<file path="src/rtl/iic_bit_sequencer.sv">
// Bit-level I2C line sequencer: runs START/STOP/WRITE/READ primitives as four quarter-SCL phases.
// Optional slave clock stretching in phase 1 is enabled by defining IIC_CLK_STRETCH_EN.
module iic_bit_sequencer #(
    parameter int DIV = 64
) (
    input  logic       clk,
    input  logic       rst,
    input  logic       en,
    input  logic       cmd_valid,
    input  logic [1:0] cmd,
    input  logic       cmd_wdata,
    output logic       cmd_ready,
    output logic       done,
    output logic       rd_bit,
    output logic       busy,
    output logic       scl_oe,
    output logic       sda_oe,
    input  logic       scl_in,
    input  logic       sda_in
);

    localparam int CW = (DIV > 1) ? $clog2(DIV) : 1;

    typedef enum logic {IDLE, ACTIVE} state_t;
    typedef enum logic [1:0] {
        CMD_START = 2'b00,
        CMD_STOP  = 2'b01,
        CMD_WRITE = 2'b10,
        CMD_READ  = 2'b11
    } cmd_t;

    state_t        state_q, state_d;
    logic [CW-1:0] cnt_q, cnt_d;
    logic [1:0]    phase_q, phase_d;
    cmd_t          cmd_q;
    logic          wdata_q;
    logic          rd_bit_q;
    logic          scl_hold, sda_hold;
    logic          scl_dec, sda_dec;
    logic          stall;
    logic          tick;

`ifdef IIC_CLK_STRETCH_EN
    // A slave holding SCL low while we release it in phase 1 freezes the quarter-period count.
    assign stall = (phase_q == 2'd1) && !scl_in;
`else
    logic unused_scl_in;
    assign unused_scl_in = scl_in;
    assign stall         = 1'b0;
`endif

    assign tick      = (state_q == ACTIVE) && en && !stall && (cnt_q == CW'(DIV - 1));
    assign done      = tick && (phase_q == 2'd3);
    assign cmd_ready = (state_q == IDLE);
    assign busy      = (state_q == ACTIVE);
    assign rd_bit    = rd_bit_q;

    // NOTE: every variable gets a default before the case so no latch is inferred.
    always_comb begin
        state_d = state_q;
        cnt_d   = cnt_q;
        phase_d = phase_q;
        case (state_q)
            IDLE: begin
                if (cmd_valid) begin
                    state_d = ACTIVE;
                    cnt_d   = '0;
                    phase_d = '0;
                end
            end
            ACTIVE: begin
                if (en && !stall) begin
                    if (tick) begin
                        cnt_d = '0;
                        if (phase_q == 2'd3) begin
                            state_d = IDLE;
                            phase_d = '0;
                        end else begin
                            phase_d = phase_q + 2'd1;
                        end
                    end else begin
                        cnt_d = cnt_q + 1'b1;
                    end
                end
            end
            default: state_d = IDLE;
        endcase
    end

    always_comb begin
        scl_dec = 1'b0;
        sda_dec = 1'b0;
        case (cmd_q)
            CMD_START: begin
                sda_dec = (phase_q != 2'd0);
                scl_dec = (phase_q == 2'd3);
            end
            CMD_STOP: begin
                sda_dec = (phase_q <= 2'd1);
                scl_dec = (phase_q == 2'd0);
            end
            CMD_WRITE: begin
                sda_dec = ~wdata_q;
                scl_dec = (phase_q == 2'd0) || (phase_q == 2'd3);
            end
            CMD_READ: begin
                sda_dec = 1'b0;
                scl_dec = (phase_q == 2'd0) || (phase_q == 2'd3);
            end
            default: ;
        endcase
    end

    // In IDLE the lines keep whatever the last command left on them in its final phase.
    assign scl_oe = (state_q == ACTIVE) ? scl_dec : scl_hold;
    assign sda_oe = (state_q == ACTIVE) ? sda_dec : sda_hold;

    // NOTE: sequential state uses non-blocking assignments so all registers update together.
    always_ff @(posedge clk or posedge rst) begin
        if (rst) begin
            state_q  <= IDLE;
            cnt_q    <= '0;
            phase_q  <= '0;
            cmd_q    <= CMD_START;
            wdata_q  <= 1'b0;
            rd_bit_q <= 1'b0;
            scl_hold <= 1'b0;
            sda_hold <= 1'b0;
        end else begin
            state_q <= state_d;
            cnt_q   <= cnt_d;
            phase_q <= phase_d;
            if (cmd_valid && (state_q == IDLE)) begin
                cmd_q   <= cmd_t'(cmd);
                wdata_q <= cmd_wdata;
            end
            if (state_q == ACTIVE) begin
                scl_hold <= scl_dec;
                sda_hold <= sda_dec;
            end
            if (tick && (phase_q == 2'd1) && (cmd_q == CMD_READ)) begin
                rd_bit_q <= sda_in;
            end
        end
    end

endmodule

</file>
<file path="config.mk">
export PLATFORM = sky130hd
export DESIGN_NAME = iic_bit_sequencer
export DESIGN_NICKNAME = d
export VERILOG_FILES = /design/src/rtl/iic_bit_sequencer.sv
export SDC_FILE = /design/constraint.sdc
export NUM_CORES = 1
export LEC_CHECK = 0
export BUFFER_PORTS_ARGS = -buffer_cell sky130_fd_sc_hd__buf_2
export CAP_MARGIN = 0
export CORE_MARGIN = 1.5
export CORE_UTILIZATION = 40
export DETAILED_ROUTE_END_ITERATION = 8
export SYNTH_ARGS = -nofsm -noshare
export SYNTH_HDL_FRONTEND = slang
export SYNTH_SLANG_ARGS = --single-unit
</file>
<file path="constraint.sdc">
create_clock -name clk -period 1.7 [get_ports clk]
set_input_delay 0.085 -clock clk [delete_from_list [all_inputs] [get_ports clk]]
set_output_delay 0.085 -clock clk [all_outputs]
set_load 0.02 [all_outputs]
</file>
# After elaboration in Yosys (flattened, before gate mapping)
# Index checks and enable logic that the tools add are counted.
[totals]
out_inout_bits = 6
regBits = 15
[op_classes]
muxes = 18
eq_ne = 9
n_bitwise = 2
magnitude_cmp = 1
reduce_logical = 13
n_addsub = 2
[ops]
columns = ["cell", "n"]
rows = [
  ["$mux 6", 3],
  ["$pmux 6 s2", 1],
  ["$mux 2", 4],
  ["$add 6x1->6 const B", 1],
  ["$eq 2x2->1 const B", 3],
  ["$eq 6x6->1 const B", 1],
  ["$logic_and 1x1->1", 6],
  ["$mux 1", 6],
  ["$eq 2x1->1 const B", 2],
  ["$logic_not 2->1", 2],
  ["$ne 2x2->1 const B", 2],
  ["$pmux 1 s4", 1],
  ["$pmux 2 s2", 1],
  ["$pmux 1 s3", 1],
  ["$reduce_and 3->1", 1],
  ["$add 2x1->2 const B", 1],
  ["$le 2x1->1 const B", 1],
  ["$ne 2x1->1 const B", 1],
  ["$not 1->1", 2],
  ["$pmux 1 s2", 1],
  ["$reduce_and 2->1", 1],
  ["$reduce_bool 2->1", 1],
  ["$reduce_or 2->1", 1],
  ["$logic_or 1x1->1", 1],
]

# Depth between registers and ports, before layout
[depth]
ltp_word = 5
mapped_depth = 7

# Worst setup path after synthesis
# No wires, ideal clock.
[synth_timing]
kind = "register -> register"
start = "register state_q, in the netlist busy"
end = "register rd_bit_q, in the netlist rd_bit"
path_stages_with_launch = 8
slack_ns = -0.008
arrival_ns = 1.583
path_cell_list = "dfrtp_1 buf_4 and2_4 buf_6 and4_1 buf_4 nand4_2 mux2_4"
[synth_between]
elab_chain_len = 4
[synth_rtl]
columns = ["item", "line_no", "text"]
rows = [
  ["start, declared", "32", "state_t state_q, state_d;"],
  ["start signal, assigned", "130", "state_q <= state_d;"],
  ["$logic_and 1x1->1 (2 in series)", "52", "assign tick = (state_q == ACTIVE) && en && !stall && (cnt_q == CW'(DIV - 1));"],
  ["$logic_and 1x1->1 (2 in series)", "141", "if (tick && (phase_q == 2'd1) && (cmd_q == CMD_READ)) begin"],
  ["end signal, assigned", "142", "rd_bit_q <= sda_in;"],
  ["end, declared", "37", "logic rd_bit_q;"],
]
# Every way passes these cells.
# A chain may end at the register's enable or synchronous reset.

# Worst setup path in the final report
[layout_timing]
start = "register phase_q[1]"
end = "output scl_oe"
[layout_between]
elab_chain_len = 4
word_cells_on_any_way = 5
cone_classes = "eq/ne (1); mux (2); reduce/logical (2)"
[layout_rtl]
columns = ["item", "line_no", "text"]
rows = [
  ["start, declared", "34", "logic [1:0] phase_q, phase_d;"],
  ["start signal, assigned", "132", "phase_q <= phase_d;"],
  ["$eq 2x2->1 or $logic_not 2->1 (tied branches)", "n/a", ""],
  ["$logic_or 1x1->1", "104, 108", ""],
  ["$pmux 1 s3 *", "93", "case (cmd_q)"],
  ["$mux 1 *", "n/a", ""],
  ["end, declared", "16", "output logic scl_oe,"],
]
# Mark *: on every way between the ends. The rest lies on a longest branch, timed or not.

==> reports/metrics.yaml <==
outcome:
  status: "complete, but fails checks"
  violations: "setup timing"
route:
  drt_wl_total_mm: 1.77
  wirelength_met1_um: 780
  via_per_inst: 5.01
  wl_met3_um: 58
  first_pass_iters: 4
  antenna_left: 0
  drc: 0
  top_layer: "met4"
  dr_wl_met2_um: 905
  vias: 721
  wl_per_cell_um: 12.3
  drt-initial-drc-count: 12
yosys:
  ys_ff_latch: 15
  syn-cell-area_um2: 810
  synth_area_per_cell_um2: 9.20
  synthCells: 88
  synth_top_area_share_pct: 46.4
  yosys_warnings: 0
  seq_area_frac_synth_pct: 46.4
  synth_top_cell_by_area: "dfrtp_1"
  ys_types: 25
  yosys-top-cells-area: "dfrtp_1 (46%), nand2_1 (8.8%), ha_1 (6.2%), o21ai_0 (5.6%), inv_1 (2.8%)"
  syn-num-nets: 101
sta:
  relSlewSlack_pct: 60.0
  finalSetupViolCount: 1
  hold_violations: 0
  fmax_ghz: 0.577
  tns_ns: -0.0330
  rsz0062_at_grt: "yes"
  slew_viol_final: 0
  fin_ws_ns: -0.0330
  worstMarginPinSlew_ns: 0.600
  period_share_pct: 102
  whs_ns: 0.0284
  finClkSkew_ns: 0.000590
  min_period_ns: 1.73
pwr:
  p_leak_nw: 0.535
  intPower_mw: 0.737
  seqPwrFrac_pct: 46.8
  pwr-share-comb_pct: 34.6
  pwr-share-clk_pct: 18.6
  swShare_pct: 33.6
  powerDensity_nw_per_um2: 1020
  power.switching_mw: 0.372
  vdd_drop_max_v: 0.000848
grt:
  grt_first_pass_wirelength_mm: 2.72
  grt_pass1_vias: 607
  grt_antenna_before_repair: 0
  grt_usage_pct: 17.1
  overflow: 0
  grt_max_degree: 16
clock_network:
  numCtsBuffers: 3
  path_clk_slew_ns: 0.09
  cts_sinks: 15
  cts_tree: "built"
  clock_latency_ns: 0.28
  clk_path_buf_depth: 2
  htreeDepth: 1
  clockRootBuffer: "clkbuf_4"
final_layout:
  diodes: 0
  layout-area-overhead-vs-synth_pct: 33.8
  fillers: 190
  instances_no_fill: 144
  nNetsFinal: 131
  drive_above_1_share_pct: 35.9
setup_path:
  path_max_fanout: 3
  r2r_slack_ns: 0.16
  cp.required_ns: 1.62
  crit_type: "reg2out"
  crit_path_start_kind: "flip-flop"
  crit_path_end_kind: "primary output"
  arrival_ns: 1.65
die:
  die_h_um: 48.0
  start_util_pct: 41.7
  core_um2: 1940
  fp.dieW_um: 48.0
  num_rows: 16
  die_area_um2: 2300
  io-pin-count: 15
placement:
  gp_congestion: 0.766
  dp_cells: 129
  dpl.hpwl_mm: 1.16
  port_buffers: 13
job:
  drv_cap: 0
hold_path:
  hp-class: "in2reg"
[Yosys cell counts, drive strengths merged]
library cell,n
nand2,19
dfrtp,15
o21ai,9
inv,6
nor2,6
ha,4
buf,3
nand3,3
nor2b,3
a21oi,2
a22o,2
a31oi,2
and2,2
and3,2
mux2,2
mux2i,2
a211oi,1
and4,1
nand4,1
o22ai,1
o31ai,1
or3,1
[logic make-up after synthesis]
logic type,synth area share (%)
adder cells (fa/ha/maj),6.18
multiplexers,5.72
buffers and inverters,6.03
AO/OA/AOI/OAI,13.1
AND/OR/NAND/NOR,22.6
flip-flops,46.4
[power groups by stage]
stage	clock (mW)	combinational, mW	sequential, mW
2_1_floorplan	0	0.196	0.504
4_1_cts	0.215	0.358	0.509
3_5_place_dp	0	0.272	0.519
5_1_grt	0.230	0.426	0.529
6_report	0.206	0.384	0.519
3_3_place_gp	0	0.265	0.516
[worst paths after layout]
check                      startpoint  endpoint  cells past startpoint
setup / recovery           phase_q[1]    scl_oe                      6
hold / removal                 sda_in    rd_bit                      2
setup reg to reg             cnt_q[1]    rd_bit                      5
hold reg to reg               wdata_q   wdata_q                      2
max in group asynchronous         rst      busy                      3
min in group asynchronous         rst  cnt_q[5]                      3
[worst max-delay path, stage by stage (launching register included)]
cell	delay, ns
dfrtp_1	0.42
ha_2	0.20
nor2b_4	0.12
a211oi_2	0.16
a21oi_1	0.06
mux2_4	0.27
buf_6	0.13
[through the flow]
| stage | util (%) | setup WS, ns | total power, mW | cell area (um2) |
|---|---|---|---|---|
| 6_report | 55.8 | -0.0330 | 1.11 | 1080 |
| 5_1_grt | 55.8 | -0.131 | 1.19 | 1080 |
| 4_1_cts | 53.5 | -0.0359 | 1.08 | 1040 |
| 3_5_place_dp | 47.0 | 0.0825 | 0.792 | 913 |
| 3_3_place_gp | 47.0 | 0.106 | 0.781 | 913 |
| 2_1_floorplan | - | 0.00917 | 0.700 | 811 |
[flip-flops by register name, summed over array words and instances (netlist names)]
name      count
cmd_q         2
scl_hold      1
cnt_q         6
phase_q       2
sda_hold      1
rd_bit        1
wdata_q       1
busy          1
[per-layer routing]
layer | up-vias | GRT usage, %
li1 | 361 | -
met1 | 342 | 22.3
met2 | 14 | 28.0
met3 | 4 | 3.40
met4 | 0 | 6.49
met5 | - | 0
[timing repair]
action,4_1_cts,5_1_grt
gates cloned,0,0
setup endpoints to repair,3,3
hold buffers,4,0
endpoints found under the hold margin,18,0
resized for setup,8,11
pin swaps,3,2
setup buffers,5,2
[cell type report]
| cell class | count | area (um2) | share of cell area, % |
|---|---|---|---|
| sequential | 15 | 377 | 34.8 |
| timing repair buffer | 28 | 203 | 18.7 |
| inverter | 6 | 22.5 | 2.08 |
| clock buffer | 4 | 26.3 | 2.42 |
| tap | 27 | 33.8 | 3.12 |
| multi-input combinational | 64 | 422 | 38.9 |
[cell usage in the layout, fill, tap and decap left out, types with 3 or more instances in the layout]
master         instances
nand2_1               19
dfrtp_1               14
buf_4                 12
buf_2                 10
o21ai_0                8
nor2_1                 6
inv_1                  5
ha_2                   4
dlygate4sd3_1          4
nand3_1                3
clkbuf_4               3
Note: power is estimated with default switching activity, not from simulation.
